`config.mk`:
```
export PLATFORM = sky130hd
export DESIGN_NAME = regfile_wr_arb
export DESIGN_NICKNAME = d
export VERILOG_FILES = /design/src/rtl/regfile_wr_arb_pkg.sv /design/src/rtl/wb_fifo2.sv /design/src/rtl/regfile_wr_arb.sv
export SDC_FILE = /design/constraint.sdc
export NUM_CORES = 1
export LEC_CHECK = 0
export ABC_AREA = 1
export BUFFER_PORTS_ARGS = -buffer_cell sky130_fd_sc_hd__buf_2
export CORE_MARGIN = 2
export CORE_UTILIZATION = 53
export CTS_CLUSTER_DIAMETER = 30
export CTS_CLUSTER_SIZE = 14
export DETAILED_ROUTE_END_ITERATION = 7
export GPL_ROUTABILITY_DRIVEN = 1
export MAX_ROUTING_LAYER = met4
export PLACE_DENSITY = 0.9
export SLEW_MARGIN = 0
export SYNTH_ARGS = -nofsm -noshare
export SYNTH_HDL_FRONTEND = slang
export SYNTH_SLANG_ARGS = --single-unit
```
`constraint.sdc`:
```
create_clock -name clk -period 3 [get_ports clk]
set_input_delay 0.6 -clock clk [delete_from_list [all_inputs] [get_ports clk]]
set_output_delay 0.6 -clock clk [all_outputs]
set_load 0.1 [all_outputs]
```
`src/rtl/regfile_wr_arb_pkg.sv`:
```
// Shared definitions for the register-file writeback arbiter.
// Provides bus widths, reset/write-enable polarities, the zero word and
// the writeback request record carried through the port B buffer.
package regfile_wr_arb_pkg;

  localparam int unsigned RegAddrBus = 5;
  localparam int unsigned RegBus     = 32;

  localparam logic RstEnable   = 1'b1;
  localparam logic WriteEnable = 1'b1;

  localparam logic [RegBus-1:0]     ZeroWord = '0;
  localparam logic [RegAddrBus-1:0] ZeroAddr = '0;

  // Port B buffer geometry; occupancy counts 0..FifoDepth.
  localparam int unsigned FifoDepth = 2;
  localparam int unsigned OccBus    = 2;

  // Round-robin pointer encoding: which side was granted most recently.
  localparam logic RrALast = 1'b0;
  localparam logic RrBLast = 1'b1;

  typedef struct packed {
    logic [RegAddrBus-1:0] addr;
    logic [RegBus-1:0]     data;
  } wb_req_t;

endpackage

```
`src/rtl/wb_fifo2.sv`:
```
// Two-entry in-order buffer for long-latency writeback requests.
// Ports:
//   clk        - clock, rising edge
//   rst        - synchronous reset (RstEnable polarity), empties the buffer
//   push       - enqueue push_data (ignored when full)
//   push_data  - request to enqueue
//   pop        - dequeue head (ignored when empty)
//   head       - oldest entry, valid when occupancy != 0
//   occupancy  - number of stored entries, 0..2
module wb_fifo2
  import regfile_wr_arb_pkg::*;
(
  input  logic              clk,
  input  logic              rst,
  input  logic              push,
  input  wb_req_t           push_data,
  input  logic              pop,
  output wb_req_t           head,
  output logic [OccBus-1:0] occupancy
);

  localparam logic [OccBus-1:0] OccFull = OccBus'(FifoDepth);
  localparam logic [OccBus-1:0] OccOne  = OccBus'(1);
  localparam logic [OccBus-1:0] OccZero = '0;
  localparam wb_req_t           ReqZero = '{addr: ZeroAddr, data: ZeroWord};

  wb_req_t           r_slot0;  // head
  wb_req_t           r_slot1;
  logic [OccBus-1:0] r_count;

  logic w_push;
  logic w_pop;

  // A full buffer never accepts, even when it is popped in the same cycle.
  assign w_push = push && (r_count != OccFull);
  assign w_pop  = pop && (r_count != OccZero);

  always_ff @(posedge clk) begin
    if (rst == RstEnable) begin
      r_count <= OccZero;
    end else if (w_push && !w_pop) begin
      r_count <= r_count + OccOne;
    end else if (w_pop && !w_push) begin
      r_count <= r_count - OccOne;
    end
  end

  always_ff @(posedge clk) begin
    if (rst == RstEnable) begin
      r_slot0 <= ReqZero;
      r_slot1 <= ReqZero;
    end else begin
      // New entry lands at the head when the buffer is (or becomes) empty.
      if (w_push && ((r_count == OccZero) || (w_pop && (r_count == OccOne)))) begin
        r_slot0 <= push_data;
      end else if (w_pop) begin
        r_slot0 <= r_slot1;
      end
      if (w_push && !w_pop && (r_count == OccOne)) begin
        r_slot1 <= push_data;
      end
    end
  end

  assign head      = r_slot0;
  assign occupancy = r_count;

endmodule

```
`src/rtl/regfile_wr_arb.sv`:
```
// Register-file write-port arbiter. Merges the pipeline writeback (port A)
// with buffered long-latency returns (port B) onto one registered write
// port, granting at most one request per cycle with round-robin fairness.
// Ports:
//   clk, rst                    - clock and synchronous active-high reset
//   a_valid/a_addr/a_data       - port A request; a_ready = accepted this cycle
//   b_valid/b_addr/b_data       - port B request; b_ready = buffered this cycle
//   we/waddr/wdata              - registered register-file write port
//   b_pending                   - port B buffer occupancy
module regfile_wr_arb
  import regfile_wr_arb_pkg::*;
(
  input  logic                  clk,
  input  logic                  rst,
  input  logic                  a_valid,
  input  logic [RegAddrBus-1:0] a_addr,
  input  logic [RegBus-1:0]     a_data,
  output logic                  a_ready,
  input  logic                  b_valid,
  input  logic [RegAddrBus-1:0] b_addr,
  input  logic [RegBus-1:0]     b_data,
  output logic                  b_ready,
  output logic                  we,
  output logic [RegAddrBus-1:0] waddr,
  output logic [RegBus-1:0]     wdata,
  output logic [OccBus-1:0]     b_pending
);

  logic              w_in_rst;
  logic              w_b_push;
  logic              w_head_valid;
  logic              w_grant_a;
  logic              w_grant_b;
  logic [OccBus-1:0] w_occ;
  wb_req_t           w_head;
  wb_req_t           w_b_req;
  wb_req_t           w_sel;

  logic r_rr_last;

  assign w_in_rst     = (rst == RstEnable);
  assign w_b_req      = '{addr: b_addr, data: b_data};
  assign w_head_valid = (w_occ != '0);

  assign b_ready  = !w_in_rst && (w_occ < OccBus'(FifoDepth));
  assign w_b_push = b_valid && b_ready;

  wb_fifo2 u_wb_fifo2 (
    .clk       (clk),
    .rst       (rst),
    .push      (w_b_push),
    .push_data (w_b_req),
    .pop       (w_grant_b),
    .head      (w_head),
    .occupancy (w_occ)
  );

  // A wins a contest only if the buffer head was granted most recently.
  always_comb begin
    w_grant_a = 1'b0;
    w_grant_b = 1'b0;
    if (!w_in_rst) begin
      if (a_valid && (!w_head_valid || (r_rr_last == RrBLast))) begin
        w_grant_a = 1'b1;
      end else if (w_head_valid) begin
        w_grant_b = 1'b1;
      end
    end
  end

  always_comb begin
    w_sel = w_head;
    if (w_grant_a) begin
      w_sel = '{addr: a_addr, data: a_data};
    end
  end

  assign a_ready   = w_grant_a;
  assign b_pending = w_occ;

  always_ff @(posedge clk) begin
    if (w_in_rst) begin
      r_rr_last <= RrBLast;
    end else if (w_grant_a) begin
      r_rr_last <= RrALast;
    end else if (w_grant_b) begin
      r_rr_last <= RrBLast;
    end
  end

  // Writes to r0 are consumed but never enabled.
  always_ff @(posedge clk) begin
    if (w_in_rst) begin
      we    <= ~WriteEnable;
      waddr <= ZeroAddr;
      wdata <= ZeroWord;
    end else if (w_grant_a || w_grant_b) begin
      we    <= (w_sel.addr != ZeroAddr) ? WriteEnable : ~WriteEnable;
      waddr <= w_sel.addr;
      wdata <= w_sel.data;
    end else begin
      we <= ~WriteEnable;
    end
  end

endmodule

```
# Word level (Yosys, flattened, before mapping)
# Cells that the tools add are included.
# totals
ff_bits	115
latchBits	0
ram_bits	0
rom_bits	0
output_inout_bits	42
mem_count	0
# classes
addsub	2
n_mul	0
div	0
magnitude_cmp	1
n_eq_ne	2
n_shift	0
mux	13
bitwise	1
reduce_logical	24
# op_table
operator	count
two-way mux 37 bit	3
logical AND 1 bit	10
two-way mux 1 bit	8
nonzero test 2 bit	4
nonzero test 5 bit	1
logical NOT 1 bit	4
two-way mux 2 bit	2
logical OR 1 bit	3
adder 2 x 1 -> 2 bit (second input constant)	1
equality test 2 x 1 -> 1 bit (second input constant)	1
logical NOT 2 bit	1
< comparator 2 bit (second input constant)	1
!= test 2 bit (second input constant)	1
OR reduction 2 bit	1
subtractor 2 x 1 -> 2 bit (second input constant)	1
inverter 1 bit	1

# Depth between registers and ports, before layout
# logic_depth
depth_word	11
depth_mapped	12
mapped_depth_nobuf	11

# Modules after synthesis
# Synthesis repeated with hierarchy kept, for this count alone.
# unflattened
cells_unflattened	679
hier_area_um2	5293.8
# modules_own_cells
mod	n_inst	cells_each	area_each_um2	seq_area_each_um2
wb_fifo2	1	472	3573.4	1521.5
regfile_wr_arb	1	207	1720.4	780.7

# Worst setup path after synthesis
# No wires, ideal clock.
# synth_timing
path_kind	reg-to-output
startpoint	register u_wb_fifo2.r_count[1] (netlist: u_wb_fifo2.occupancy[1])
endpoint	output a_ready
arrival_ns	2.669
t_required_ns	2.400
slack_ns	-0.269
path_stages_with_launch	8
path_cell_list	dfxtp_1 > inv_1 > ha_1 > inv_2 > nand2_4 > nand3_1 > buf_4 > clkinv_1
# synth_between
elab_chain_cells	6
# synth_lines
item	line	text
start, declared	wb_fifo2.sv:29	logic [OccBus-1:0] r_count;
start signal, assigned	wb_fifo2.sv:40	r_count <= OccZero;
start signal, assigned	wb_fifo2.sv:42	r_count <= r_count + OccOne;
start signal, assigned	wb_fifo2.sv:44	r_count <= r_count - OccOne;
nonzero test 2 bit	regfile_wr_arb.sv:43	assign w_head_valid = (w_occ != '0);
logical NOT 1 bit	regfile_wr_arb.sv:63	if (a_valid && (!w_head_valid || (r_rr_last == RrBLast))) begin
logical OR 1 bit	regfile_wr_arb.sv:63	
logical AND 1 bit	regfile_wr_arb.sv:63	
two-way mux 1 bit	regfile_wr_arb.sv:63	
two-way mux 1 bit	regfile_wr_arb.sv:62	if (!w_in_rst) begin
end, declared	regfile_wr_arb.sv:18	output logic a_ready,
# Every way passes these cells.

# Final worst setup path
# Same ends and word-level chain as after synthesis.

==> metrics <==
Sw Pwr=2.863 mW; setup TNS=0 ns; final wirelength=12510 um; number of hold violations in the final report=0; area delta synth->final=25.58%; sequential share of power=0.312; worst rel slew slack=0.1837; switching part of the total=0.4183; buffers added on ports=119; fin cells=886; total track usage=0.2560; # nets final=844; RSZ-0062 raised after global routing=no; synth warn=0; Max Root-Sink Buffers=2; post-synthesis mux area share=0; EDFF count, synth=0; Setup crit end kind=output pin; Die Wd=100.6 um; Setup Fix Bufs, Post-CTS=0; post-synthesis xor/xnor area fraction=0.003543; Final Max Slew Viols=0; Vias=4712; FFs w/ async S/R, synth=0; CTS buffer count=17; CTS tree=yes; Req. time, crit path=2.40 ns; Final Cycle Share=0.9033; Max Fanout on Critical Path=9; leading area contributor after synthesis=dfxtp_1; DRC=0; Clock power frac=0.323; Mapped Cells=664; worst skew pair latency=0.51 ns; GRT Residual Overflow=0; initial antenna violation count=0; syn_nets=746; register bit total from synthesis=115; main combinational cell family by area after synthesis=compound AO/OA/AOI/OAI gates; Core Area=9153 um2; num ports=120; share of layout cells above drive strength 1=0.2310; post-synthesis adder-cell area fraction=0.01012; post-CTS resize count=0; commonest non-fill, non-tap cell in the layout=o21ai_0; CTS clock-pin slew for the worst setup and hold paths=0.06 ns; number of max-cap violations=0; Post-Syn Area=4945 um2; largest net degree at the start of global routing=89; Tmin final=2.710 ns; multi-input logic area=2091 um2; Synth top area share=0.4656; final core utilization=0.6785; Peak VDD IR=0.5748 mV; routed vias/inst=5.318; Synth Area in Compound Gates=0.2773; placed cell area=5558 um2; critical path type=reg -> out; Synth Area in Simple Gates=0.1290; P_int=3.982 mW; site row count=35; most frequent cells in the layout=136 x o21ai_0, 128 x nand2_1, 118 x buf_2; top_reg_cell synth=dfxtp_1; fill cell count=719; setup violators final=0; status=completed; Fmax=369.0 MHz; root buf cell=clkbuf_8; placed insts=854; first-pass GRT wire length=19900 um; Routed Antenna Nets=0; Hold Crit Class=in -> reg; H-tree levels=4; vias in the first global route=4118; Initial Util=0.5403; Critical Path AT=2.11 ns; Syn Area/Cell=7.447 um2; sequential fraction of the synthesis area=0.4656; fin area=6210 um2; die height=100.6 um; final hold slack=0.2957 ns; Iteration-0 DRC Markers=434; Final Skew=0.008472 ns; ant diodes=0; combinational power share=0.365; Worst Tran Pin Value=1.219 ns; Placer Congestion=0.8436; HPWL Detailed=7926 um; die area=10120 um2; largest cells by area after synthesis=dfxtp_1 47%, o21ai_0 14%, nand2_1 9.7%; CP startpoint kind=register; cts hold-fix bufs=0; power per cell area=1102 nW/um2; Detailed Routing Iterations Pass 1=6; Register Area=2305 um2; clk sinks=115; Leakage Power=2.990 nW; WL/cell=14.12 um; count of cell types in the netlist=30
Yosys cell counts (2+ instances only):
master    number
a21oi_1       76
buf_4          2
nor2_1         7
o21ai_2        4
a21oi_2        3
inv_1         81
buf_2         18
o21ai_0      136
clkbuf_1      21
buf_6          5
o21ai_1       11
ha_1           4
nand2_1      128
inv_2          2
a31oi_1       17
nand3_1        8
nand2_4        3
nand4_1        3
o21a_1         9
dfxtp_1      115
clkbuf_2       2
cells by family after synthesis:
kind of cell,Yosys count
flops,115
fa+ha+maj,4
simple gates,153
buf+inv,132
xor+xnor,2
compound gates,258
worst max-delay path, stage by stage (launching register included):
cell	delay, ns
dfxtp_2	0.42
inv_1	0.11
ha_1	0.28
inv_2	0.10
nand2_4	0.08
nand3_2	0.08
clkinv_1	0.25
buf_12	0.27
sequential cells by signal, indices dropped and copies added, names as in the netlist:
signal,count
u_wb_fifo2.head,37
u_wb_fifo2.r_slot1,37
wdata,32
waddr,5
u_wb_fifo2.occupancy,2
r_rr_last,1
we,1
through the flow:
stage	total power [mW]	setup slack [ns]
6_report	6.845	0.2902
2_1_floorplan	4.153	0.1510
3_3_place_gp	4.567	0.5685
4_1_cts	6.836	0.2987
3_5_place_dp	4.602	0.4801
5_1_grt	7.163	0.1848
power by group through the flow:
stage | clock network (mW) | registers [mW] | logic [mW]
final | 2.21 | 2.14 | 2.50
after global routing | 2.29 | 2.17 | 2.70
after CTS | 2.21 | 2.13 | 2.50
after detailed placement | 0 | 2.15 | 2.46
after global placement | 0 | 2.14 | 2.43
after floorplan | 0 | 3.06 | 1.09
final cells by class:
class | count | share of cell area
well taps | 111 | 0.02237
multi-input cells | 417 | 0.3367
clock inverters | 15 | 0.03828
flip-flops and latches | 115 | 0.3711
repair buffers | 127 | 0.1140
inverters | 84 | 0.05078
clock buffers | 17 | 0.06669
routing by layer:
layer  wire length [um]  GRT usage  vias to the layer above
met5                  0          -                        -
met1               5688     0.3573                     2066
li1                   -          -                     2387
met4                208    0.08851                        0
met3               1146    0.05617                       23
met2               5468     0.3667                      236
final timing paths:
check / cells after the start / end / from / slack [ns]
max: 7 / a_ready / u_wb_fifo2.occupancy[1] / 0.29
min: 2 / wdata[29] / a_data[29] / 0.30
max reg2reg: 12 / u_wb_fifo2.r_slot1[17] / u_wb_fifo2.occupancy[1] / 0.54
min reg2reg: 2 / u_wb_fifo2.r_slot1[8] / u_wb_fifo2.r_slot1[8] / 0.45
Power figures use the tool's default switching activity.
